===== src/rtl/ibuf_write_sequencer_if.sv =====
// Stream-in and buffer-write bus of the input line buffer feeder.
// master: producer of the feature stream / consumer of the writes (bench or upstream glue).
// slave : the sequencer itself.
interface ibuf_write_sequencer_if #(
  parameter int DW = 32
);
  logic [DW-1:0] in_data;
  logic          in_valid;
  logic          in_ready;
  logic [DW-1:0] wdata;
  logic [7:0]    wbank;
  logic [7:0]    wrow;
  logic [27:0]   wcol;
  logic          wen;

  modport master (
    output in_data, in_valid,
    input  in_ready,
    input  wdata, wbank, wrow, wcol, wen
  );

  modport slave (
    input  in_data, in_valid,
    output in_ready,
    output wdata, wbank, wrow, wcol, wen
  );
endinterface


===== src/rtl/ibuf_write_sequencer.sv =====
// ibuf_write_sequencer: turns a stream of feature rows (BUFW words each) into
// per-word input-buffer writes. Row y lands in bank y%POY, slot (y/POY)%BUFH.
// A pool of LINES credits, refilled by line_rel from the router, keeps the
// writer from overrunning lines that have not been consumed yet.
// Optional feature: define IBUF_SEQ_STATS_EN to add the stall_cnt output.
module ibuf_write_sequencer #(
  parameter int DW     = 32,
  parameter int POY    = 3,
  parameter int STRIDE = 1,
  parameter int BUFW   = 32
) (
  input  logic                        clk,
  input  logic                        rst_n,
  input  logic                        start,
  input  logic [15:0]                 num_rows,
  input  logic                        line_rel,
  ibuf_write_sequencer_if.slave       bus,
  output logic                        busy,
  output logic                        done,
  output logic                        credit_err
`ifdef IBUF_SEQ_STATS_EN
  ,
  output logic [31:0]                 stall_cnt
`endif
);

  localparam int BUFH  = 2 * STRIDE;
  localparam int LINES = POY * BUFH;
  localparam int CW    = $clog2(LINES + 1);
  localparam int COLW  = (BUFW > 1) ? $clog2(BUFW) : 1;
  localparam int BANKW = (POY > 1)  ? $clog2(POY)  : 1;
  localparam int SLOTW = (BUFH > 1) ? $clog2(BUFH) : 1;

  localparam logic [CW-1:0]    CRED_FULL = CW'(LINES);
  localparam logic [COLW-1:0]  COL_LAST  = COLW'(BUFW - 1);
  localparam logic [BANKW-1:0] BANK_LAST = BANKW'(POY - 1);
  localparam logic [SLOTW-1:0] SLOT_LAST = SLOTW'(BUFH - 1);

  typedef enum logic [1:0] {IDLE, FILL, DONE} state_t;

  state_t           state_q;
  logic [COLW-1:0]  col_q;
  logic [BANKW-1:0] bank_q;
  logic [SLOTW-1:0] slot_q;
  logic [15:0]      row_cnt_q;
  logic [15:0]      rows_q;
  logic [CW-1:0]    credits_q;

  logic hs;
  logic take;
  logic start_acc;

  // A new line may only begin with a free credit; a started line always completes.
  always_comb begin
    bus.in_ready = (state_q == FILL) && ((col_q != '0) || (credits_q != '0));
    hs           = bus.in_valid && bus.in_ready;
    take         = hs && (col_q == '0);
    start_acc    = (state_q == IDLE) && start;
  end

  // Control FSM, address counters and registered write port.
  always_ff @(posedge clk or negedge rst_n) begin
    if (!rst_n) begin
      state_q   <= IDLE;
      col_q     <= '0;
      bank_q    <= '0;
      slot_q    <= '0;
      row_cnt_q <= '0;
      rows_q    <= '0;
      bus.wen   <= 1'b0;
      bus.wdata <= '0;
      bus.wbank <= '0;
      bus.wrow  <= '0;
      bus.wcol  <= '0;
      busy      <= 1'b0;
      done      <= 1'b0;
    end else begin
      bus.wen <= 1'b0;
      done    <= 1'b0;
      case (state_q)
        IDLE: begin
          if (start) begin
            col_q     <= '0;
            bank_q    <= '0;
            slot_q    <= '0;
            row_cnt_q <= '0;
            rows_q    <= num_rows;
            if (num_rows == '0) begin
              state_q <= DONE;
              done    <= 1'b1;
            end else begin
              state_q <= FILL;
              busy    <= 1'b1;
            end
          end
        end
        FILL: begin
          if (hs) begin
            bus.wen   <= 1'b1;
            bus.wdata <= bus.in_data[DW-1:0];
            bus.wbank <= 8'(bank_q);
            bus.wrow  <= 8'(slot_q);
            bus.wcol  <= 28'(col_q);
            if (col_q == COL_LAST) begin
              col_q     <= '0;
              row_cnt_q <= row_cnt_q + 16'd1;
              if (bank_q == BANK_LAST) begin
                bank_q <= '0;
                slot_q <= (slot_q == SLOT_LAST) ? '0 : slot_q + 1'b1;
              end else begin
                bank_q <= bank_q + 1'b1;
              end
              // done is raised together with the wen of the final word.
              if (row_cnt_q == rows_q - 16'd1) begin
                state_q <= DONE;
                done    <= 1'b1;
                busy    <= 1'b0;
              end
            end else begin
              col_q <= col_q + 1'b1;
            end
          end
        end
        DONE: begin
          state_q <= IDLE;
        end
        default: begin
          state_q <= IDLE;
        end
      endcase
    end
  end

  // Line credit pool; a release with the pool already full is dropped and flagged.
  always_ff @(posedge clk or negedge rst_n) begin
    if (!rst_n) begin
      credits_q  <= CRED_FULL;
      credit_err <= 1'b0;
    end else begin
      if (start_acc) begin
        credit_err <= 1'b0;
      end
      if (line_rel && !take) begin
        if (credits_q == CRED_FULL) begin
          credit_err <= 1'b1;
        end else begin
          credits_q <= credits_q + 1'b1;
        end
      end else if (take && !line_rel) begin
        credits_q <= credits_q - 1'b1;
      end
    end
  end

`ifdef IBUF_SEQ_STATS_EN
  // Saturating count of FILL cycles where upstream offered data but was held off.
  always_ff @(posedge clk or negedge rst_n) begin
    if (!rst_n) begin
      stall_cnt <= '0;
    end else if (start_acc) begin
      stall_cnt <= '0;
    end else if ((state_q == FILL) && bus.in_valid && !bus.in_ready && (stall_cnt != '1)) begin
      stall_cnt <= stall_cnt + 32'd1;
    end
  end
`endif

endmodule


===== src/flat_wrapper.sv =====
// flat-port wrapper written by rule: the top's interface ports become plain ports
module ibuf_write_sequencer_flat 
#(
  parameter int DW     = 32,
  parameter int POY    = 3,
  parameter int STRIDE = 1,
  parameter int BUFW   = 32
)
  (clk, rst_n, start, num_rows, line_rel, busy, done, credit_err, bus_in_data, bus_in_valid, bus_in_ready, bus_wdata, bus_wbank, bus_wrow, bus_wcol, bus_wen);
  ibuf_write_sequencer_if #(.DW(DW)) bus_i ();
  input  logic clk;
  input  logic rst_n;
  input  logic start;
  input  logic [15:0] num_rows;
  input  logic line_rel;
  output logic busy;
  output logic done;
  output logic credit_err;
  input wire logic [$bits(bus_i.in_data)-1:0] bus_in_data;
  input wire logic [$bits(bus_i.in_valid)-1:0] bus_in_valid;
  output wire logic [$bits(bus_i.in_ready)-1:0] bus_in_ready;
  output wire logic [$bits(bus_i.wdata)-1:0] bus_wdata;
  output wire logic [$bits(bus_i.wbank)-1:0] bus_wbank;
  output wire logic [$bits(bus_i.wrow)-1:0] bus_wrow;
  output wire logic [$bits(bus_i.wcol)-1:0] bus_wcol;
  output wire logic [$bits(bus_i.wen)-1:0] bus_wen;
  assign bus_i.in_data = bus_in_data;
  assign bus_i.in_valid = bus_in_valid;
  assign bus_in_ready = bus_i.in_ready;
  assign bus_wdata = bus_i.wdata;
  assign bus_wbank = bus_i.wbank;
  assign bus_wrow = bus_i.wrow;
  assign bus_wcol = bus_i.wcol;
  assign bus_wen = bus_i.wen;
  ibuf_write_sequencer #(.DW(DW), .POY(POY), .STRIDE(STRIDE), .BUFW(BUFW)) u_core (.clk(clk), .rst_n(rst_n), .start(start), .num_rows(num_rows), .line_rel(line_rel), .bus(bus_i), .busy(busy), .done(done), .credit_err(credit_err));
endmodule

===== config.mk =====
export PLATFORM = sky130hd
export DESIGN_NAME = ibuf_write_sequencer_flat
export DESIGN_NICKNAME = d
export VERILOG_FILES = /design/src/rtl/ibuf_write_sequencer_if.sv /design/src/rtl/ibuf_write_sequencer.sv /design/src/flat_wrapper.sv
export SDC_FILE = /design/constraint.sdc
export NUM_CORES = 1
export LEC_CHECK = 0
export CELL_PAD_IN_SITES_DETAIL_PLACEMENT = 0
export CELL_PAD_IN_SITES_GLOBAL_PLACEMENT = 2
export CORE_AREA = 2 2 131 133
export CTS_CLUSTER_DIAMETER = 30
export DETAILED_ROUTE_END_ITERATION = 10
export DIE_AREA = 0 0 133 135
export GPL_TIMING_DRIVEN = 0
export PLACE_DENSITY = 0.82
export SYNTH_ARGS = -nofsm -noshare
export SYNTH_HDL_FRONTEND = slang
export SYNTH_SLANG_ARGS = --single-unit

===== constraint.sdc =====
create_clock -name clk -period 3 [get_ports clk]
set_input_delay 0.6 -clock clk [delete_from_list [all_inputs] [get_ports clk]]
set_output_delay 0.6 -clock clk [all_outputs]
set_load 0.01 [all_outputs]

## Yosys cells after proc, flatten, opt, wreduce, memory -nomap -nowiden

Cells that the tools add are included.

| storage, ports and cells | value |
|---|---|
| register bits after elaboration | 89 |
| bits of input ports | 53 |
| output and inout port bits | 81 |
| logic and storage cells | 103 |

| cells by class | value |
|---|---|
| add/subtract/negate cells | 7 |
| equality and inequality tests | 12 |
| muxes and demuxes | 45 |
| reduce and logical (&&, ||, !) cells | 24 |

Operator list:

| operator | count |
|---|---|
| $mux W16 | 3 |
| $pmux W16 S2 | 1 |
| $mux W1 | 20 |
| $mux W2 | 9 |
| $add A16 B1 Y16 const B | 1 |
| $eq A16 B16 Y1 | 1 |
| $logic_not A16 Y1 | 1 |
| $sub A16 B1 Y16 const B | 1 |
| $mux W5 | 3 |
| $ne A2 B2 Y1 const B | 6 |
| $pmux W5 S2 | 1 |
| $mux W3 | 3 |
| $pmux W2 S2 | 2 |
| $reduce_and A4 Y1 | 2 |
| $logic_and A1 B1 Y1 | 6 |
| $pmux W1 S2 | 3 |
| $reduce_and A2 Y1 | 3 |
| $reduce_and A6 Y1 | 1 |
| $add A5 B1 Y5 const B | 1 |
| $eq A5 B5 Y1 const B | 1 |
| $logic_not A5 Y1 | 1 |
| $reduce_and A5 Y1 | 1 |
| $reduce_bool A5 Y1 | 1 |
| $reduce_bool A2 Y1 | 2 |
| other kinds (13) | 14 |

## Depth between registers and ports, before layout

Gate-level depths: netlist of the first run.

| logic depth | value |
|---|---|
| depth in word-level cells | 9 |
| depth in mapped cells | 12 |
| gate-level depth less buffers | 12 |

## Least setup slack after synthesis of the first run

No wires, ideal clock.

| path | value |
|---|---|
| kind | register -> register |
| from | reg u_core.col_q[0] |
| to | reg u_core.credits_q[1] |
| arrival time | 2.616 ns |
| data required time | 2.918 ns |
| path slack | 0.302 ns |
| stages on the path, launching flop included | 12 |
| clock period less this slack | 2.698 ns |
| cell sequence | dfrtp_1 inv_1 ha_1 nor4b_1 a211oi_2 nand2_1 and2_1 inv_1 fa_1 mux2_1 o22ai_1 a21oi_1 |

| between the ends | value |
|---|---|
| cells in the longest elaborated chain, start to end | 9 |
| elaborated cells on any way between the ends | 13 |
| classes of those cells | eq/ne: 1; mux: 1; reduce/logical: 11 |

Ends and longest elaborated chain:

| what | line | text |
|---|---|---|
| from (decl) | ibuf_write_sequencer.sv:42 | `logic [COLW-1:0] col_q;` |
| from (signal assigned) | ibuf_write_sequencer.sv:120 | `col_q <= col_q + 1'b1;` |
| $reduce_bool A5 Y1 | ibuf_write_sequencer.sv:55 | `bus.in_ready = (state_q == FILL) && ((col_q != '0) \|\| (credits_q != '0));` |
| $logic_or A1 B1 Y1 | ibuf_write_sequencer.sv:55 |  |
| $logic_and A1 B1 Y1 | ibuf_write_sequencer.sv:55 |  |
| $logic_and A1 B1 Y1 | ibuf_write_sequencer.sv:56 | `hs = bus.in_valid && bus.in_ready;` |
| $logic_and A1 B1 Y1 * | ibuf_write_sequencer.sv:57 | `take = hs && (col_q == '0);` |
| $logic_not A1 Y1 | ibuf_write_sequencer.sv:143 | `if (line_rel && !take) begin` |
| $logic_and A1 B1 Y1 | ibuf_write_sequencer.sv:143 |  |
| $ne A2 B2 Y1 (no line) / $reduce_bool A2 Y1 (equally long branches) | -- |  |
| $reduce_and A2 Y1 (no line) | -- |  |
| to (signal assigned) | ibuf_write_sequencer.sv:147 | `credits_q <= credits_q + 1'b1;` |
| to (signal assigned) | ibuf_write_sequencer.sv:150 | `credits_q <= credits_q - 1'b1;` |
| to (decl) | ibuf_write_sequencer.sv:47 | `logic [CW-1:0] credits_q;` |

Mark *: on every way between the ends. The rest lies on a longest branch, timed or not.
A chain may end at the register's enable or synchronous reset.

## Worst setup path after layout of the first run

| path | value |
|---|---|
| from | reg u_core.rows_q[0] |
| to | reg u_core.state_q[0] |

| between the ends | value |
|---|---|
| cells in the longest elaborated chain, start to end | 4 |

Ends and longest elaborated chain:

| what | line | text |
|---|---|---|
| from (decl) | ibuf_write_sequencer.sv:46 | `logic [15:0] rows_q;` |
| from (signal assigned) | ibuf_write_sequencer.sv:87 | `rows_q <= num_rows;` |
| $sub A16 B1 Y16 | ibuf_write_sequencer.sv:114 | `if (row_cnt_q == rows_q - 16'd1) begin` |
| $eq A16 B16 Y1 | ibuf_write_sequencer.sv:114 |  |
| $ne A2 B2 Y1 (no line) | -- |  |
| $reduce_and A4 Y1 (no line) | -- |  |
| to (signal assigned) | ibuf_write_sequencer.sv:115 | `state_q <= DONE;` |
| to (signal assigned) | ibuf_write_sequencer.sv:125 | `state_q <= IDLE;` |
| to (signal assigned) | ibuf_write_sequencer.sv:128 | `state_q <= IDLE;` |
| to (decl) | ibuf_write_sequencer.sv:41 | `state_t state_q;` |

No other way between the ends.

==> results of run 1 <==
-- worst max-delay path: cells and delay by family, from the launching register on --
kind	cells	cell delay, ps
AOI/OAI and AO/OA	3	600
adders and majority gates	1	140
buffers and inverters	2	290
DFF	1	460
and+or+nand+nor	3	1150
-- logic make-up after synthesis --
group	Yosys count	synth area share [%]
AOI/OAI and AO/OA	73	10.1
DFF	89	45.4
xor gates and xnor gates	31	5.53
buffers and inverters	73	8.89
other	1	0.0763
muxes	45	10.2
and+or+nand+nor	175	18.1
adders and majority gates	6	1.68
-- per-layer routing --
| layer | vias up | GRT usage, % | part of all wire [%] |
|---|---|---|---|
| met5 | - | 0 | 0 |
| met4 | 0 | 3.29 | 0.69 |
| met3 | 8 | 3.79 | 5.2 |
| met2 | 86 | 25.0 | 50 |
| met1 | 1940 | 18.4 | 44 |
| li1 | 1938 | - | - |
-- what timing repair did --
item,in CTS,in global routing
setup endpoints to repair,2,4
resized for setup,2,3
setup buffers,0,1
pin swaps,0,1
-- flip-flops by register name (all words and copies together) (netlist names), 2 cells and up --
signal,cells
u_core.state_q,2
u_core.bus.wcol,5
u_core.row_cnt_q,16
u_core.credits_q,3
u_core.bank_q,2
u_core.col_q,5
u_core.bus.wdata,32
u_core.rows_q,16
u_core.bus.wbank,2
-- stage by stage --
stage	util, %	TNS [ps]	total power [mW]
finish	40.7	0	3.68
global route	40.7	0	3.89
CTS	40.6	0	3.74
detailed placement	38.5	-326	2.42
global placement	38.3	-186320	2.38
floorplan	-	0	1.98
-- power by group --
part | internal, mW | switching (mW) | total (mW) | leakage [nW]
logic | 0.499 | 0.360 | 0.860 | 1.66
clock network | 0.782 | 0.500 | 1.28 | 0.160
registers | 1.39 | 0.157 | 1.54 | 1.09
-- worst min path at each step --
stage	to	from	slack, ps	depth (start not counted)
detailed placement	u_core.bus.wdata[3]	u_core.bus.wdata[3]	470	1
global route	u_core.rows_q[6]	rst_n	230	1
floorplan	u_core.bank_q[0]	rst_n	300	0
finish	u_core.rows_q[6]	rst_n	200	1
global placement	u_core.bus.wdata[0]	u_core.bus.wdata[0]	470	1
CTS	u_core.rows_q[6]	rst_n	210	1
-- placed cells by master, fill, tap and decap left out, types with 3 or more instances in the layout --
master,n
nor4_1,8
dfrtp_1,87
nor4b_1,3
a211o_1,3
xnor2_1,20
or3_1,11
nor2_1,33
buf_4,39
o21ai_0,19
mux2i_1,3
buf_2,6
and3_1,4
a211oi_1,4
nor3_1,10
nand2_1,61
inv_1,14
a21oi_1,17
clkbuf_1,10
nand2b_1,3
ha_1,5
o21ai_1,5
nand3_1,9
mux2_1,23
a31oi_1,3
xor2_1,11
nor2b_1,5
o2111ai_1,3
clkbuf_16,9
mux2_2,19
conb_1,36
clkdlybuf4s50_1,96
o22ai_1,3
nand4_1,8
-- layout make-up --
cell class                      count  area, um2
Tap cell                          220        275
Buffer                             58        383
Fill cell                        1618       9730
Clock buffer                       11        253
Multi-Input combinational cell    366       2390
Sequential cell                    89       2230
Inverter                           14       52.6
Clock inverter                      5       86.3
Timing Repair Buffer               99       1000
==> results.md, run 1 <==
- Run status: completed
- PwrDens: 552 mW/mm2
- Reg2reg path depth: 9
- CP Capture Type: register
- Max cap viols: 0
- Synth cell types: 63
- Cts bufs inserted: 9
- Max-Slew Margin vs Limit: 45.4%
- DR pass1 iterations: 4
- Ys async rst share: 100%
- Critical Path Sink: u_core.state_q[0]
- Most instantiated cells after synthesis: dfrtp_1 (87), nand2_1 (62), buf_4 (37), nor2_1 (33), mux2_1 (23)
- Synth top area share: between 40 and 50%
- Worst setup path class: register to register
- H-tree levels: 3
- DR iter-0 viols: 210
- Nets: roughly 700
- Post-synthesis sequential element count: 89
- IO buf count: between 90 and 100
- Most common cell in the synthesized netlist: dfrtp_1
- Drt total wl: approximately 13 mm
- Worst flop-to-flop path startpoint: u_core.rows_q[0]
- Drt wl/cell: between 10 and 15 um
- Slowest cell on the critical path: or4b_4
- Worst slew pin tran: between 800 and 900 ps
- Vias in the first global route: between 4k and 5k
- Total I/O pin count: ~130
- Design Area, Final: roughly 0.0067 mm2
- Most area-consuming cells after synthesis: dfrtp_1 (44%), buf_4 (5.7%), mux2_1 (5.3%)
- Root buf cell: clkbuf_16
- DP Cell Count: between 800 and 900
- Gr usage total: 14.5%
- CP Launch Type: register
- Syn avg cell area: 9.96 um2
- HPWL after DPL: approximately 9.6 mm
- Worst flop-to-flop path endpoint: u_core.state_q[0]
- Area of the mapped netlist: 0.00491 mm2
- Die Width: between 100 and 150 um
- First-pass GRT wire length: roughly 21 mm
- Clk Latency, worst-skew pair: between 300 and 400 ps
- Syn Inst Count: 493
- Setup ws final: 237 ps
- Syn. warnings: 0
- Pin count of the biggest net entering global routing: 58
- Setup Viol. Count Final: 0
- R2R Setup Slk: 240 ps
- Vias after detailed routing: roughly 4.0k
- CP max FO: 9
- Vias per std cell: 4.61
- Non-filler cells, final: around 860
- Setup WS pre-CTS: -308 ps
- Initial Util: ~30%
- DIE AREA: roughly 0.018 mm2
- CTS Sinks: 89
- Die Height: around 140 um
- Crit-path cells: inv_1 -> ha_1 -> clkbuf_4 -> or4b_4 -> o41ai_4 -> and3b_1 -> a21o_1 -> a41oi_1 -> or3_1
- FP Rows: 47
- Hold Path Class: input port to asynchronous set/reset pin
- Seq/Total Area, Yosys: 45.4%
- Core Area: 0.0164 mm2
- Grt ovf: 0
- Clock-pin transition on the worst setup and hold timing paths: ~70 ps
- Crit path launch: u_core.rows_q[0]
- WP data required: about 3200 ps
- Final Skew: approximately 6 ps
- # hold bufs at CTS: 0
- Fmax: approximately 0.36 GHz
- CTS tree: yes
- RSZ-0062 raised after global routing: no
- Longest Clk Path Bufs: 2
- Peak supply drop: between 0.2 and 0.3 mV
- Pleak: 2.91 nW
- Share of layout cells above drive strength 1: 15.0%
- Period minus WS final: between 2000 and 3000 ps
- GPL Wtd Cong: slightly above 0.8
- Main synth FF type: dfrtp_1
- Initial antenna violation count: 0
- Antenna Cells: 0
- Placed inst area: approximately 0.0063 mm2
- Leading area contributor after synthesis: dfrtp_1
- Crit path DAT: slightly below 3000 ps
- Routed Antenna Nets: 0
- Tcrit/Tclk final: 92.1%
- Max Slew Vio Count: 0
- EDFF count, synth: 0
- Area Growth Syn to Fin: 35.9%
- Final hold violations: 0
- Fin Hold WS: around 200 ps
- Largest stage delay, worst path: 520 ps
- DRC Markers: 0
Note: power is estimated with default switching activity, not from simulation.
==> run 2, diff against run 1 <==
- HOLD_SLACK_MARGIN: default -> 0.1
==> results of run 2 <==
The final DEF is identical to that of run 1; final timing and power are the same.
